===== src/rtl/hazard_pkg.sv =====
// Shared definitions for the pipeline hazard controller: FSM state encoding
// and the hardwired-zero register index.
package hazard_pkg;

  typedef enum logic [1:0] {
    ST_RUN      = 2'd0,
    ST_MEM_WAIT = 2'd1,
    ST_FLUSH    = 2'd2
  } state_t;

  localparam logic [4:0] REG_ZERO = 5'd0;

endpackage


===== src/rtl/hazard_detect.sv =====
// Combinational load-use comparator: the EX-stage load writes a register the
// ID-stage instruction reads. Writes to x0 never create a dependency.
module hazard_detect
  import hazard_pkg::*;
(
  input  logic [4:0] rs1_addr,
  input  logic [4:0] rs2_addr,
  input  logic       memread,
  input  logic [4:0] rd_addr,
  output logic       luse
);

  assign luse = memread & (rd_addr != REG_ZERO) &
                ((rd_addr == rs1_addr) | (rd_addr == rs2_addr));

endmodule


===== src/rtl/hazard_ctrl.sv =====
// Pipeline sequencing controller: load-use bubble, MEM-resolved branch flush,
// memory-wait freeze with timeout watchdog. HAZARD_CTRL_PERF_EN adds perf counters.
module hazard_ctrl
  import hazard_pkg::*;
#(
  parameter int MEM_TIMEOUT = 64,
  parameter int CNT_W       = 16
) (
  input  logic             clk_i,
  input  logic             rst_i,
  input  logic [4:0]       rs1_addr_i,
  input  logic [4:0]       rs2_addr_i,
  input  logic             idex_memread_i,
  input  logic [4:0]       idex_rd_addr_i,
  input  logic             exmem_branch_i,
  input  logic             exmem_zero_i,
  input  logic             mem_req_i,
  input  logic             mem_ready_i,
  output logic             pc_write_o,
  output logic             ifid_write_o,
  output logic             ifid_flush_o,
  output logic             idex_bubble_o,
  output logic             exmem_flush_o,
  output logic             pipe_hold_o,
  output logic             mem_err_o,
`ifdef HAZARD_CTRL_PERF_EN
  input  logic             perf_clr_i,
  output logic [CNT_W-1:0] perf_stall_o,
  output logic [CNT_W-1:0] perf_flush_o,
  output logic [CNT_W-1:0] perf_wait_o,
`endif
  output logic [1:0]       state_o
);

  localparam logic [CNT_W-1:0] CNT_MAX   = '1;
  localparam logic [CNT_W-1:0] CNT_ONE   = CNT_W'(1);
  localparam logic [CNT_W-1:0] TIMEOUT_C = CNT_W'(MEM_TIMEOUT);

  state_t           state_q, state_d;
  logic [CNT_W-1:0] cnt_q, cnt_d;
  logic             err_q, err_d;
  logic             luse, taken, mem_stall;
  logic             stall_ev, flush_ev;

  hazard_detect u_detect (
    .rs1_addr (rs1_addr_i),
    .rs2_addr (rs2_addr_i),
    .memread  (idex_memread_i),
    .rd_addr  (idex_rd_addr_i),
    .luse     (luse)
  );

  assign taken     = exmem_branch_i & exmem_zero_i;
  assign mem_stall = mem_req_i & ~mem_ready_i;

  always_ff @(posedge clk_i or posedge rst_i) begin
    if (rst_i) begin
      state_q <= ST_RUN;
      cnt_q   <= '0;
      err_q   <= 1'b0;
    end else begin
      state_q <= state_d;
      cnt_q   <= cnt_d;
      err_q   <= err_d;
    end
  end

  // Outputs depend on current inputs so hazards are handled with zero latency.
  always_comb begin
    state_d       = state_q;
    cnt_d         = cnt_q;
    err_d         = err_q;
    pc_write_o    = 1'b1;
    ifid_write_o  = 1'b1;
    ifid_flush_o  = 1'b0;
    idex_bubble_o = 1'b0;
    exmem_flush_o = 1'b0;
    pipe_hold_o   = 1'b0;
    stall_ev      = 1'b0;
    flush_ev      = 1'b0;
    case (state_q)
      ST_RUN: begin
        if (mem_stall) begin
          pipe_hold_o  = 1'b1;
          pc_write_o   = 1'b0;
          ifid_write_o = 1'b0;
          state_d      = ST_MEM_WAIT;
          cnt_d        = CNT_ONE;
        end else if (taken) begin
          ifid_flush_o  = 1'b1;
          idex_bubble_o = 1'b1;
          exmem_flush_o = 1'b1;
          state_d       = ST_FLUSH;
          flush_ev      = 1'b1;
        end else if (luse) begin
          pc_write_o    = 1'b0;
          ifid_write_o  = 1'b0;
          idex_bubble_o = 1'b1;
          stall_ev      = 1'b1;
        end
      end
      ST_MEM_WAIT: begin
        pipe_hold_o  = 1'b1;
        pc_write_o   = 1'b0;
        ifid_write_o = 1'b0;
        if (mem_ready_i) begin
          state_d = ST_RUN;
          cnt_d   = '0;
        end else begin
          if (cnt_q != CNT_MAX) cnt_d = cnt_q + CNT_ONE;
          if (cnt_d >= TIMEOUT_C) err_d = 1'b1;
        end
      end
      ST_FLUSH: begin
        // Wrong-path ID and bubbled MEM: only a memory stall matters here.
        if (mem_stall) begin
          pipe_hold_o  = 1'b1;
          pc_write_o   = 1'b0;
          ifid_write_o = 1'b0;
          state_d      = ST_MEM_WAIT;
          cnt_d        = CNT_ONE;
        end else begin
          state_d = ST_RUN;
        end
      end
      default: state_d = ST_RUN;
    endcase
    if (rst_i) begin
      pc_write_o    = 1'b1;
      ifid_write_o  = 1'b1;
      ifid_flush_o  = 1'b0;
      idex_bubble_o = 1'b0;
      exmem_flush_o = 1'b0;
      pipe_hold_o   = 1'b0;
    end
  end

  assign mem_err_o = err_q;
  assign state_o   = state_q;

`ifdef HAZARD_CTRL_PERF_EN
  logic [CNT_W-1:0] stall_cnt_q, flush_cnt_q, wait_cnt_q;

  always_ff @(posedge clk_i or posedge rst_i) begin
    if (rst_i) begin
      stall_cnt_q <= '0;
      flush_cnt_q <= '0;
      wait_cnt_q  <= '0;
    end else if (perf_clr_i) begin
      stall_cnt_q <= '0;
      flush_cnt_q <= '0;
      wait_cnt_q  <= '0;
    end else begin
      if (stall_ev && stall_cnt_q != CNT_MAX) stall_cnt_q <= stall_cnt_q + CNT_ONE;
      if (flush_ev && flush_cnt_q != CNT_MAX) flush_cnt_q <= flush_cnt_q + CNT_ONE;
      if (state_q == ST_MEM_WAIT && wait_cnt_q != CNT_MAX) wait_cnt_q <= wait_cnt_q + CNT_ONE;
    end
  end

  assign perf_stall_o = stall_cnt_q;
  assign perf_flush_o = flush_cnt_q;
  assign perf_wait_o  = wait_cnt_q;
`else
  logic unused_ev;
  assign unused_ev = stall_ev ^ flush_ev;
`endif

endmodule


===== config.mk =====
export PLATFORM = sky130hd
export DESIGN_NAME = hazard_ctrl
export DESIGN_NICKNAME = d
export VERILOG_FILES = /design/src/rtl/hazard_pkg.sv /design/src/rtl/hazard_detect.sv /design/src/rtl/hazard_ctrl.sv
export SDC_FILE = /design/constraint.sdc
export NUM_CORES = 1
export LEC_CHECK = 0
export ABC_AREA = 1
export BUFFER_PORTS_ARGS = -buffer_cell sky130_fd_sc_hd__buf_2
export CAP_MARGIN = 20
export CORE_MARGIN = 2
export CORE_UTILIZATION = 49
export DETAILED_ROUTE_END_ITERATION = 12
export PLACE_DENSITY_LB_ADDON = 0.1
export SETUP_SLACK_MARGIN = 0.2
export SLEW_MARGIN = 20
export SYNTH_ARGS = -nofsm -noshare
export SYNTH_HDL_FRONTEND = slang
export SYNTH_SLANG_ARGS = --single-unit

===== constraint.sdc =====
create_clock -name clk_i -period 1.6 [get_ports clk_i]
set_input_delay 0.16 -clock clk_i [delete_from_list [all_inputs] [get_ports clk_i]]
set_output_delay 0.16 -clock clk_i [all_outputs]
set_load 0.02 [all_outputs]

Word-level counts from Yosys, hierarchy flattened
Cells that the tools add are included.

word-level totals
  word-level logic and storage cells = 55
  bits in registers = 19
  input bits = 22
  output and inout bits = 9

operators by class
  $add $sub $neg = 1
  muxes and demuxes = 29
  reduce and logical (&&, ||, !) cells = 7
  bitwise logic cells = 6
  eq/ne operators = 8
  order comparisons = 1

operators by type and width
  kind                     count
  $mux W16                 5
  $pmux W16 S2             1
  $mux W1                  17
  $add A16 B1 Y16 const B  1
  $ge A16 B7 Y1 const B    1
  $ne A16 B16 Y1 const B   1
  $eq A5 B5 Y1             2
  $mux W2                  3
  $pmux W2 S3              1
  $reduce_bool A5 Y1       1
  $and A1 B1 Y1            4
  $reduce_and A2 Y1        2
  $ne A3 B3 Y1 const B     1
  $pmux W1 S3              1
  $reduce_and A3 Y1        1
  $eq A2 B1 Y1 const B     1
  $eq A2 B2 Y1 const B     1
  $logic_not A2 Y1         1
  $ne A2 B1 Y1 const B     1
  $ne A2 B2 Y1 const B     1
  $pmux W1 S2              1
  $reduce_bool A2 Y1       1
  $reduce_or A2 Y1         1
  $not A1 Y1               1
  $or A1 B1 Y1             1

Depth between registers and ports, before layout
Gate-level depths: netlist of the first run.

  depth after elaboration = 8
  mapped depth = 11

Modules after synthesis
Synthesis of the first run repeated with hierarchy kept, for this count alone.

second synthesis, totals
  cell total of the unflattened synthesis = 242
  area, all modules = 1529.0 um2

modules (own cells, without submodules)
  module         sequential area each (um2)  area an instance (um2)  times used  cells each
  hazard_ctrl    475.5                       1333.8                  1           197
  hazard_detect  0.0                         195.2                   1           45

Worst setup path after synthesis of the first run
No wires, ideal clock.

  path type = register -> output
  from = register state_q[1] (netlist: state_o[1])
  to = output ifid_flush_o
  path buffers = 1
  stages on the path, launching flop included = 5
  path slack = -0.037 ns
  data arrival time = 1.477 ns
  cell sequence = dfrtp_1 > a21oi_1 > nand2_1 > nor3_1 > buf_4

on the way
  cells in the longest elaborated chain, start to end = 3

RTL lines
  item                      line               source
  start: declaration        hazard_ctrl.sv:39  state_t state_q, state_d;
  start signal: assignment  hazard_ctrl.sv:62  state_q <= state_d;
  $logic_not A2 Y1          -
  $mux W1 (2 in a row)      -
  end: declaration          hazard_ctrl.sv:21  output logic ifid_flush_o,

Every way passes these cells.

Worst setup path after layout of the first run
  from = register cnt_q[0]
  to = register err_q (netlist: mem_err_o)

on the way
  cells in the longest elaborated chain, start to end = 6

RTL lines
  item                                               line                source
  start: declaration                                 hazard_ctrl.sv:40   logic [CNT_W-1:0] cnt_q, cnt_d;
  start signal: assignment                           hazard_ctrl.sv:63   cnt_q <= cnt_d;
  $add A16 B1 Y16 or $ne A16 B16 Y1 (tied branches)  hazard_ctrl.sv:110  if (cnt_q != CNT_MAX) cnt_d = cnt_q + CNT_ONE;
  $mux W16 (*)                                       hazard_ctrl.sv:110
  $mux W16 (*)                                       hazard_ctrl.sv:106  if (mem_ready_i) begin
  $mux W16 (*)                                       hazard_ctrl.sv:81   case (state_q)
  $ge A16 B7 Y1 (*)                                  hazard_ctrl.sv:111  if (cnt_d >= TIMEOUT_C) err_d = 1'b1;
  $reduce_and A3 Y1 (no line) (*)                    -
  end signal: assignment                             hazard_ctrl.sv:64   err_q <= err_d;
  end: declaration                                   hazard_ctrl.sv:41   logic err_q, err_d;

Mark *: on every way between the ends. The rest lies on a longest branch, timed or not. The select of a mux whose other input is x is not followed.
A chain may end at the register's enable or synchronous reset.

==> key figures, run 1 <==
Critical path
  • Register-to-Register Path Depth: 10
  • Crit path buf inv count: 0
  • CP max-delay cell: dfrtp_1
  • Crit path kind: flop to flop
  • Crit path launch type: flop
  • Max FO, Critical Path: 3
  • Worst-path cell chain: ha_4 -> nand3_4 -> nor2_4 -> nand4_1 -> nand2_1 -> nand3_1 -> nor3_2 -> nand2_1 -> nand2_1 -> nand2_1
  • Kind of cell adding the most delay to the critical path: simple AND/OR/NAND/NOR gates
  • CP peak stage delay: 0.43 ns
  • Most frequent CP cell: nand2_1
  • Worst path arrival time: 1.92 ns
  • Number of cells on the critical path: 10
  • Crit. End Element: flop
  • Worst EP required: 1.82 ns

Min path
  • HP Class: primary input to flop
  • Hold Path Stages: 4

STA
  • Tcrit/Tclk final: 106.1%
  • Fmax: 589.0 MHz
  • Slew HR: 76.73%
  • Period minus WS final: 1.698 ns
  • RSZ-0062 raised after global routing: true
  • Actual slew at the worst max-slew pin: 0.3454 ns
  • Fin. Hold Viols: 0
  • Clock skew: 0.01850 ns
  • Final Max Slew Viols: 0
  • Final setup margin: -0.09772 ns
  • Endpoints failing setup: 9
  • Sum of negative setup slack: -0.3349 ns

Power and ir drop
  • PD cells: 515.9 nW/um^2
  • Gate power share: 34.6%
  • Sequential Power Share: 42.8%
  • Part of the power in the clock network: 22.6%
  • Switch Pwr: 433.2 uW
  • Worst VDD drop: 0.6535 mV
  • Final Power: 1233 uW
  • Switch share: 35.12%
  • Leakage: 0.001118 uW
  • Int Power: 800.3 uW

Clocking
  • CTS Buf Count: 3
  • Clk buf depth: 2
  • CTS tree: done
  • Reg clk slew, reported paths: 0.13 ns
  • Latest clock arrival within the worst-skew pair: 0.34 ns
  • Sink Count: 19
  • H-Tree Depth: 1
  • Clock root buffer: clkbuf_4

Global route
  • Antenna violations before repair: 0
  • Tot GR Track Use: 28.06%
  • Largest net degree at the start of global routing: 20
  • Global-route wire length before repair: 7238 um
  • Global route overflow: 0
  • Vias in the first global route: 1646

Cells and area
  • ANT cells: 0
  • Fill count: 144
  • Layout cells sized above 1: 52.25%
  • Final design utilization: 85.96%
  • Area Overhead vs Synth: 64.46%
  • Finished layout cell area: 2391 um^2
  • Sequential cell area: 480.5 um^2
  • Area occupied by multi-input gates: 1106 um^2
  • Final non-filler cell total: 320
  • Nets@finish: 313

Routing
  • Initial drt markers: 182
  • WL final: 5711 um
  • DRC Markers: 0
  • Drt pass-1 iters: 5
  • Via count: 1897
  • Vias per cell: 5.928
  • WL per Instance: 17.85 um
  • Detail Route Antenna Nets: 0

Synthesis
  • Synth area leader: dfrtp_1
  • Netlist Area Pre-Place: 1454 um^2
  • List of most frequent post-synthesis cells: 55 x nand2_1, 24 x inv_1, 21 x nor2_1, 19 x dfrtp_1, 18 x nand3_1
  • Top-count cell post-synth: nand2_1
  • Share of flip-flops with an asynchronous set or reset: 100.0%
  • Main synth FF type: dfrtp_1
  • Seq/Total Area, Yosys: 32.70%
  • Syn Inst Count: 214
  • Area share of the largest cell type after synthesis: 32.70%
  • Dominant cells by area after synthesis: dfrtp_1 33%, nand2_1 14%, nand3_1 6.2%
  • Syn Nets: 237
  • Synthesized area per cell: 6.794 um^2
  • Post-synth EDFFs: 0
  • Number of distinct library cells after synthesis: 28
  • Yosys reg bits: 19
  • Syn. warnings: 0

Placement
  • Dpl hpwl: 2894 um
  • Inst Count DP: 288
  • Global placement routability congestion: 0.9702
  • Area after DPL: 1770 um^2
  • I/O Buffers: 30

Run status
  • Outcome: finished with violations
  • Failing checks: negative setup slack

Die
  • Die Wd: 58.47 um
  • # rows: 19
  • Core footprint: 2781 um^2
  • Die area: 3419 um^2
  • IO Count: 31
  • Initial core utilization: 52.27%
  • Die span in y: 58.47 um

Run
  • Max-capacitance violation count: 0
==> through the flow <==
stage                     setup slack [ns]  hold slack (ns)
after detailed placement           0.05119           0.2730
after CTS                          0.04180           0.1564
after global placement             0.02712           0.2709
final                             -0.09772           0.1677
after global routing               -0.1768           0.1881
after floorplan                     0.1390           0.1197
==> tightest hold or removal path, delay by kind of cell <==
kind            cells  cell delay (ns)
simple gates        2             0.12
buf+inv             1             0.12
compound gates      1             0.09
==> cell usage in the layout (no fill, tap or decap), types with 5 or more instances in the layout <==
master and count:
nand2_1 43, buf_4 32, buf_2 24, inv_1 20, buf_6 17, dfrtp_1 15, nor2_4 11, nand2_2 11
nand3_1 11, nor2_1 11, o21ai_1 8, nand4_1 7, a21oi_2 7, nor2_2 6, nand3_2 5
==> layer usage <==
metal	vias up	wire length, um	track usage [%]
met5	-	0	0
met4	0	287	9.967
met3	38	596	4.835
met2	134	2693	47.03
met1	874	2133	36.34
li1	851	-	-
==> power by group through the flow <==
stage          clock network (uW)  registers (uW)  logic [uW]
2_1_floorplan                   0             532         147
3_3_place_gp                    0             524         261
3_5_place_dp                    0             525         264
4_1_cts                       260             517         321
5_1_grt                       284             530         455
6_report                      278             528         427
==> state kept, by name (all words and copies together), names as in the netlist <==
| signal | flops |
|---|---|
| state_o | 2 |
| mem_err_o | 1 |
| cnt_q | 16 |
==> worst paths after layout <==
kind,startpoint,to,slack [ns]
max in group asynchronous,rst_i,cnt_q[10],0.81
min in group asynchronous,rst_i,cnt_q[14],0.55
setup reg to reg,cnt_q[0],mem_err_o,-0.1
setup / recovery,cnt_q[0],mem_err_o,-0.1
hold reg to reg,mem_err_o,mem_err_o,0.49
hold / removal,mem_req_i,state_o[1],0.17
==> layout make-up <==
cell class	count	area share, %
inverters	29	5.547
multi-input cells	161	46.26
clock buffers	4	1.099
flip-flops and latches	19	20.09
repair buffers	76	25.38
well taps	31	1.622
==> kinds of logic (layout without fill, tap and decap cells) <==
group / after synthesis / after routing / share of synthesized area, %
flops: 19 / 19 / 32.70
buf+inv: 34 / 109 / 10.33
xor+xnor: 9 / 9 / 5.421
compound gates: 32 / 32 / 12.56
simple gates: 119 / 119 / 38.12
fa+ha+maj: 1 / 1 / 0.8604
==> timing repair <==
| item | CTS | global route |
|---|---|---|
| hold buffers | 1 | 0 |
| endpoints found under the setup margin | 19 | 24 |
| buffers inserted | 15 | 11 |
| hold endpoints to repair | 19 | 0 |
| resized for setup | 37 | 60 |
| pin swaps | 11 | 17 |
| gates cloned | 0 | 1 |
No activity file was read; power rests on OpenSTA's default activity.
==> inputs of run 2 (changes only) <==
Settings changed: GPL_TIMING_DRIVEN set to 0.
==> run 2 against run 1 <==
- the flow still finishes with violations (negative setup slack)
- design area decreased by 9.9%
- total power decreased by 6.2%
- critical path depth unchanged
- fmax increased by 3.0%
- flip-flop and latch count unchanged
- utilization decreased by 8.5 points
- count of clock-buffer cells in the layout unchanged
- critical path type unchanged
- largest cell class unchanged
- highest routed layer unchanged
==> key figures, run 2 (synthesized netlist as in run 1, its figures left out) <==
Run status
  • Outcome: finished with violations (unchanged)
  • Failing checks: negative setup slack (unchanged)

Placement
  • I/O Buffers: 30 (unchanged)
  • Global placement routability congestion: 0.8976 (was 0.9702)
  • Dpl hpwl: 2579 um (was 2894 um)

Critical path
  • Crit. End Element: flop (unchanged)
  • Most frequent CP cell: nand2_1 (unchanged)
  • Critical R2R Capture: mem_err_o (unchanged)
  • Crit path kind: flop to flop (unchanged)
  • Crit path buf inv count: 0 (unchanged)
  • Number of cells on the critical path: 10 (unchanged)
  • CP max-delay cell: dfrtp_1 (unchanged)
  • Flop-to-flop setup slack: -0.05 ns (was -0.1 ns)
  • Worst-path cell chain: ha_4 -> nand3_4 -> nor2_4 -> nand4_1 -> nand2_2 -> nand3_1 -> nor3_2 -> nand2_1 -> nand2_1 -> nand2_1 (was ha_4 -> nand3_4 -> nor2_4 -> nand4_1 -> nand2_1 -> nand3_1 -> nor3_2 -> nand2_1 -> nand2_1 -> nand2_1)
  • Kind of cell adding the most delay to the critical path: simple AND/OR/NAND/NOR gates (unchanged)
  • Register-to-Register Path Depth: 10 (unchanged)
  • Worst path arrival time: 1.86 ns (was 1.92 ns)
  • Worst EP required: 1.81 ns (was 1.82 ns)
  • CP peak stage delay: 0.44 ns (was 0.43 ns)
  • Max FO, Critical Path: 3 (unchanged)
  • Startpoint of the worst register-to-register path: cnt_q[0] (unchanged)
  • Crit path launch type: flop (unchanged)

Cells and area
  • Most common cell after layout, fill and taps aside: nand2_1 (unchanged)
  • Top reg by flops: cnt_q (unchanged)
  • Final design utilization: 77.42% (was 85.96%)
  • Most frequent cells in the layout: 44 x nand2_1, 26 x buf_2, 22 x buf_4, 19 x inv_1, 16 x nor2_1 (was 43 x nand2_1, 32 x buf_4, 24 x buf_2, 20 x inv_1, 17 x buf_6)
  • ANT cells: 0 (unchanged)
  • Max reg flops: 16 (unchanged)
  • Nets@finish: 297 (was 313)
  • Area Overhead vs Synth: 48.11% (was 64.46%)
  • Layout cells sized above 1: 47.99% (was 52.25%)

Die
  • Die area: 3419 um^2 (unchanged)
  • Die span in y: 58.47 um (unchanged)
  • IO Count: 31 (unchanged)
  • Core footprint: 2781 um^2 (unchanged)
  • # rows: 19 (unchanged)
  • Die Wd: 58.47 um (unchanged)
  • Initial core utilization: 52.27% (unchanged)

STA
  • Final Max Slew Viols: 0 (unchanged)
  • Actual slew at the worst max-slew pin: 0.8719 ns (was 0.3454 ns)
  • Clock skew: 0.001386 ns (was 0.01850 ns)
  • Slew HR: 41.87% (was 76.73%)
  • Endpoints failing setup: 3 (was 9)
  • Fin. Hold Viols: 0 (unchanged)
  • Final setup margin: -0.04760 ns (was -0.09772 ns)
  • Tcrit/Tclk final: 103.0% (was 106.1%)
  • Fmax: 606.9 MHz (was 589.0 MHz)
  • Worst hold margin: 0.2236 ns (was 0.1677 ns)
  • RSZ-0062 raised after global routing: true (unchanged)
  • Period minus WS final: 1.648 ns (was 1.698 ns)

Global route
  • Tot GR Track Use: 25.23% (was 28.06%)
  • Vias in the first global route: 1511 (was 1646)
  • Largest net degree at the start of global routing: 20 (unchanged)
  • Global route overflow: 0 (unchanged)
  • Global-route wire length before repair: 6548 um (was 7238 um)
  • Antenna violations before repair: 0 (unchanged)

Min path
  • HP Class: primary input to flop (unchanged)
  • Hold Path End: state_o[1] (unchanged)
  • Hold Path Stages: 3 (was 4)
  • Hold_sp: exmem_zero_i (was mem_req_i)

Clocking
  • Clock root buffer: clkbuf_4 (unchanged)
  • H-Tree Depth: 1 (unchanged)
  • Clk buf depth: 2 (unchanged)
  • CTS tree: done (unchanged)
  • Reg clk slew, reported paths: 0.11 ns (was 0.13 ns)
  • Latest clock arrival within the worst-skew pair: 0.30 ns (was 0.34 ns)
  • CTS Buf Count: 3 (unchanged)
  • Sink Count: 19 (unchanged)

Routing
  • Drt pass-1 iters: 4 (was 5)
  • Via count: 1650 (was 1897)
  • WL final: 4041 um (was 5711 um)
  • Initial drt markers: 92 (was 182)
  • WL per Instance: 13.29 um (was 17.85 um)
  • Detail Route Antenna Nets: 0 (unchanged)
  • DRC Markers: 0 (unchanged)
  • Vias per cell: 5.428 (was 5.928)

Power and ir drop
  • Leakage: 0.0009945 uW (was 0.001118 uW)
  • Worst VDD drop: 0.6266 mV (was 0.6535 mV)
  • PD cells: 537.4 nW/um^2 (was 515.9 nW/um^2)
  • Final Power: 1157 uW (was 1233 uW)

Run
  • Max-capacitance violation count: 0 (unchanged)
==> run 2: changes by cell type in the layout (fill, tap and decap cells not counted), sizes merged <==
cell	before	now
clkbuf	5	4
dlymetal6s4s	0	1
buf	74	59
bufinv	1	0
dlygate4sd3	1	0
clkinvlp	0	1
==> run 2: timing repair <==
item | in CTS | in global routing
buffers inserted | 16 | 7
pin swaps | 18 | 18
resized for setup | 45 | 35
endpoints found under the setup margin | 23 | 26
gates cloned | 1 | 0
hold buffers | 1 | 0
endpoints found under the hold margin | 19 | 0
==> run 2: worst max-delay path by stage <==
stage | startpoint | slack [ns] | end
2_1_floorplan | cnt_q[1] | 0.14 | cnt_q[5]
3_3_place_gp | cnt_q[0] | -0.1 | mem_err_o
3_5_place_dp | cnt_q[0] | -0.09 | mem_err_o
4_1_cts | state_o[0] | -0.03 | pc_write_o
5_1_grt | cnt_q[0] | -0.13 | mem_err_o
6_report | cnt_q[0] | -0.05 | mem_err_o
==> run 2: cell type report <==
type,instances,area (um^2)
Multi-Input combinational cell,161,1054
Timing Repair Buffer,55,385.4
Buffer,5,46.29
Inverter,29,120.1
Tap cell,31,38.79
Sequential cell,19,483.0
Clock buffer,4,26.28
Fill cell,194,628.1
==> run 2: stage by stage <==
step           cell area (um^2)  worst slack (ns)  cells  TNS [ns]
2_1_floorplan              1475            0.1390    214         0
3_3_place_gp               1664          -0.09804    275   -0.1046
3_5_place_dp               1664          -0.08529    275   -0.1035
4_1_cts                    1992          -0.02606    297  -0.04421
5_1_grt                    2153           -0.1274    304   -0.4464
6_report                   2153          -0.04760    304  -0.08830
==> run 2: worst min-delay path, stage by stage <==
cell and delay (ns):
buf_2 0.10, nand2_1 0.17, nor2_1 0.08
==> run 2: per-layer routing <==
layer | up-vias | global-route usage, % | routed length (um)
met5 | - | 0 | 0
met4 | 0 | 9.967 | 58
met3 | 6 | 3.077 | 158
met2 | 47 | 40.45 | 1931
met1 | 774 | 34.73 | 1893
li1 | 823 | - | -
==> run 2: power breakdown <==
part / internal [uW] / leakage, uW / switching, uW / total, uW
logic: 171 / 0.000733 / 199 / 370
registers: 501 / 0.000246 / 31.6 / 533
clock network: 97.3 / 0.0000150 / 157 / 254
==> inputs of run 3 (changes only) <==
Settings changed: ABC_AREA 1 to 0.
==> run 3 against run 2 <==
- the flow still finishes with violations (negative setup slack)
- clock skew grew 0.00076 ns
- fmax shrank 17%
- non-clock buffer count grew 17
- die area shrank 2.3%
==> key figures, run 3 <==
Synthesis
  • Synthesized area per cell: 8.388 um^2 (was 6.794 um^2)
  • Seq/Total Area, Yosys: 33.54% (was 32.70%)
  • Yosys reg bits: 19 (unchanged)
  • Top-count cell post-synth: dfrtp_1 (was nand2_1)
  • Dominant cells by area after synthesis: dfrtp_1 34%, o21ai_0 6.4%, xnor2_1 6.2% (was dfrtp_1 33%, nand2_1 14%, nand3_1 6.2%)
  • Synth area leader: dfrtp_1 (unchanged)
  • List of most frequent post-synthesis cells: 19 x dfrtp_1, 18 x o21ai_0, 14 x nor2_1, 12 x a21oi_1 (was 55 x nand2_1, 24 x inv_1, 21 x nor2_1, 19 x dfrtp_1, 18 x nand3_1)
  • Syn Nets: 192 (was 237)
  • Share of flip-flops with an asynchronous set or reset: 100.0% (unchanged)
  • Syn Inst Count: 169 (was 214)
  • Netlist Area Pre-Place: 1418 um^2 (was 1454 um^2)
  • Main synth FF type: dfrtp_1 (unchanged)
  • Number of distinct library cells after synthesis: 48 (was 28)
  • Area share of the largest cell type after synthesis: 33.54% (was 32.70%)
  • Syn. warnings: 0 (unchanged)
  • Post-synth EDFFs: 0 (unchanged)

Critical path
  • Worst-path cell chain: nand3_1 -> nor4_1 -> nor3_1 -> a2111oi_2 -> a31oi_1 (was ha_4 -> nand3_4 -> nor2_4 -> nand4_1 -> nand2_2 -> nand3_1 -> nor3_2 -> nand2_1 -> nand2_1 -> nand2_1)
  • Crit. End Element: flop (unchanged)
  • CP max-delay cell: nor4_1 (was dfrtp_1)
  • Flop-to-flop setup slack: -0.38 ns (was -0.05 ns)
  • Worst EP required: 1.79 ns (was 1.81 ns)
  • Crit path launch type: flop (unchanged)
  • Kind of cell adding the most delay to the critical path: simple AND/OR/NAND/NOR gates (unchanged)
  • Register-to-Register Path Depth: 5 (was 10)
  • Worst setup path endpoint: mem_err_o (unchanged)
  • Number of cells on the critical path: 5 (was 10)
  • Worst path arrival time: 2.17 ns (was 1.86 ns)
  • Max FO, Critical Path: 7 (was 3)
  • Crit path kind: flop to flop (unchanged)
  • Critical R2R Capture: mem_err_o (unchanged)
  • Critical path startpoint: cnt_q[2] (was cnt_q[0])
  • Startpoint of the worst register-to-register path: cnt_q[2] (was cnt_q[0])
  • CP peak stage delay: 0.56 ns (was 0.44 ns)
  • Crit path buf inv count: 0 (unchanged)

Routing
  • Initial drt markers: 221 (was 92)
  • WL final: 6292 um (was 4041 um)
  • Detail Route Antenna Nets: 0 (unchanged)
  • Vias per cell: 6.974 (was 5.428)
  • DRC Markers: 0 (unchanged)
  • Via count: 1911 (was 1650)
  • WL per Instance: 22.96 um (was 13.29 um)
  • Drt pass-1 iters: 5 (was 4)

Cells and area
  • Most frequent cells in the layout: 37 x buf_4, 24 x buf_2, 14 x buf_6 (was 44 x nand2_1, 26 x buf_2, 22 x buf_4, 19 x inv_1, 16 x nor2_1)
  • Fill count: 143 (was 194)
  • Nets@finish: 267 (was 297)
  • Area Overhead vs Synth: 66.81% (was 48.11%)
  • Final non-filler cell total: 274 (was 304)
  • Layout cells sized above 1: 57.20% (was 47.99%)
  • Max reg flops: 16 (unchanged)
  • Top reg by flops: cnt_q (unchanged)
  • ANT cells: 0 (unchanged)
  • Most common cell after layout, fill and taps aside: buf_4 (was nand2_1)

STA
  • RSZ-0062 raised after global routing: true (unchanged)
  • Final Max Slew Viols: 0 (unchanged)
  • Endpoints failing setup: 18 (was 3)
  • Tcrit/Tclk final: 123.9% (was 103.0%)
  • Final setup margin: -0.3829 ns (was -0.04760 ns)
  • Worst hold margin: 0.1509 ns (was 0.2236 ns)
  • Slew HR: 36.74% (was 41.87%)
  • Actual slew at the worst max-slew pin: 0.9488 ns (was 0.8719 ns)
  • Fin. Hold Viols: 0 (unchanged)
  • Period minus WS final: 1.983 ns (was 1.648 ns)
  • Fmax: 504.3 MHz (was 606.9 MHz)
  • Sum of negative setup slack: -2.941 ns (was -0.08830 ns)
  • Clock skew: 0.002146 ns (was 0.001386 ns)

Power and ir drop
  • Worst VDD drop: 0.5150 mV (was 0.6266 mV)
  • Leakage: 0.001036 uW (was 0.0009945 uW)
  • PD cells: 513.4 nW/um^2 (was 537.4 nW/um^2)

Placement
  • Dpl hpwl: 2938 um (was 2579 um)
  • I/O Buffers: 30 (unchanged)
  • Inst Count DP: 230 (was 275)
  • Global placement routability congestion: 0.8904 (was 0.8976)
  • Setup WS pre-CTS: -0.4528 ns (was -0.08529 ns)

Global route
  • Tot GR Track Use: 31.22% (was 25.23%)
  • Vias in the first global route: 1743 (was 1511)
  • Global route overflow: 0 (unchanged)
  • Antenna violations before repair: 0 (unchanged)
  • Global-route wire length before repair: 7935 um (was 6548 um)
  • Largest net degree at the start of global routing: 20 (unchanged)

Min path
  • Hold_sp: mem_ready_i (was exmem_zero_i)
  • HP Class: primary input to flop (unchanged)

Clocking
  • CTS tree: done (unchanged)
  • H-Tree Depth: 1 (unchanged)
  • Reg clk slew, reported paths: 0.12 ns (was 0.11 ns)
  • Clock root buffer: clkbuf_4 (unchanged)
  • Clk buf depth: 2 (unchanged)
  • CTS Buf Count: 3 (unchanged)
  • Sink Count: 19 (unchanged)
  • Latest clock arrival within the worst-skew pair: 0.31 ns (was 0.30 ns)

Die
  • Die span in y: 57.79 um (was 58.47 um)
  • Die Wd: 57.79 um (was 58.47 um)
  • Initial core utilization: 51.41% (was 52.27%)
  • # rows: 19 (unchanged)
  • Die area: 3339 um^2 (was 3419 um^2)
  • Core footprint: 2758 um^2 (was 2781 um^2)
  • IO Count: 31 (unchanged)

Run status
  • Outcome: finished with violations (unchanged)
  • Failing checks: negative setup slack (unchanged)

Run
  • Max-capacitance violation count: 0 (unchanged)
-- run 3: cell types whose count changed after synthesis, sizes merged, moves of 4 or more --
cell,before,now
inv,28,4
nor2,28,14
xor2,5,1
nand3,20,10
o21ai,12,19
and3,0,5
o22ai,7,3
xnor2,4,10
nand2,59,6
a31oi,1,7
nand2b,0,5
-- run 3: worst reg2reg max path: stages, from the launching register on --
cell,delay [ns]
dfrtp_2,0.47
nand3_1,0.29
nor4_1,0.56
nor3_1,0.13
a2111oi_2,0.29
a31oi_1,0.12
-- run 3: through the flow --
| step | total power, uW | utilization [%] | instance area (um^2) |
|---|---|---|---|
| 3_3_place_gp | 767.8 | 61.89 | 1707 |
| 2_1_floorplan | 688.9 | - | 1518 |
| 5_1_grt | 1262 | 85.75 | 2365 |
| 3_5_place_dp | 780.4 | 61.89 | 1707 |
| 6_report | 1214 | 85.75 | 2365 |
| 4_1_cts | 1099 | 76.72 | 2116 |
-- run 3: per-layer routing --
layer | up-vias | wire (um) | GRT usage (%)
li1 | 798 | - | -
met1 | 895 | 2330 | 38.75
met2 | 155 | 2834 | 52.11
met3 | 63 | 608 | 6.250
met4 | 0 | 519 | 14.62
met5 | - | 0 | 0
-- run 3: cell families (layout without fill, tap and decap cells) --
| family | Yosys count | in the layout | synth area share (%) |
|---|---|---|---|
| xor+xnor | 11 | 11 | 6.796 |
| flops | 19 | 19 | 33.54 |
| buf+inv | 11 | 85 | 4.148 |
| compound gates | 61 | 61 | 27.18 |
| simple gates | 65 | 65 | 26.66 |
| mux | 1 | 1 | 0.7943 |
| fa+ha+maj | 1 | 1 | 0.8825 |
-- run 3: worst min path at each step --
stage,end,depth (start not counted),slack [ns]
finish,state_o[0],2,0.15
floorplan,cnt_q[0],1,0.04
global route,state_o[0],2,0.15
detailed placement,cnt_q[0],2,0.26
global placement,cnt_q[7],2,0.25
CTS,state_o[0],2,0.1
-- run 3: what timing repair did --
item / 4_1_cts / 5_1_grt
hold endpoints to repair: 19 / 0
hold buffers: 1 / 0
setup endpoints to repair: 23 / 40
setup buffers: 25 / 12
pin swaps: 12 / 13
gates cloned: 2 / 0
resized for setup: 60 / 40
-- run 3: layout make-up --
class / instances / area, um^2 / area share [%]
buffer: 7 / 62.56 / 2.646
clock buffer: 4 / 26.28 / 1.111
inverter: 4 / 18.77 / 0.7937
multi-input combinational: 139 / 1220 / 51.59
sequential: 19 / 488.0 / 20.63
tap: 31 / 38.79 / 1.640
timing repair buffer: 70 / 510.5 / 21.59
-- run 3: report_power, final --
part | switching, uW | internal, uW | total [uW]
registers | 29.4 | 498 | 527
logic | 215 | 207 | 422
clock network | 168 | 97.7 | 265
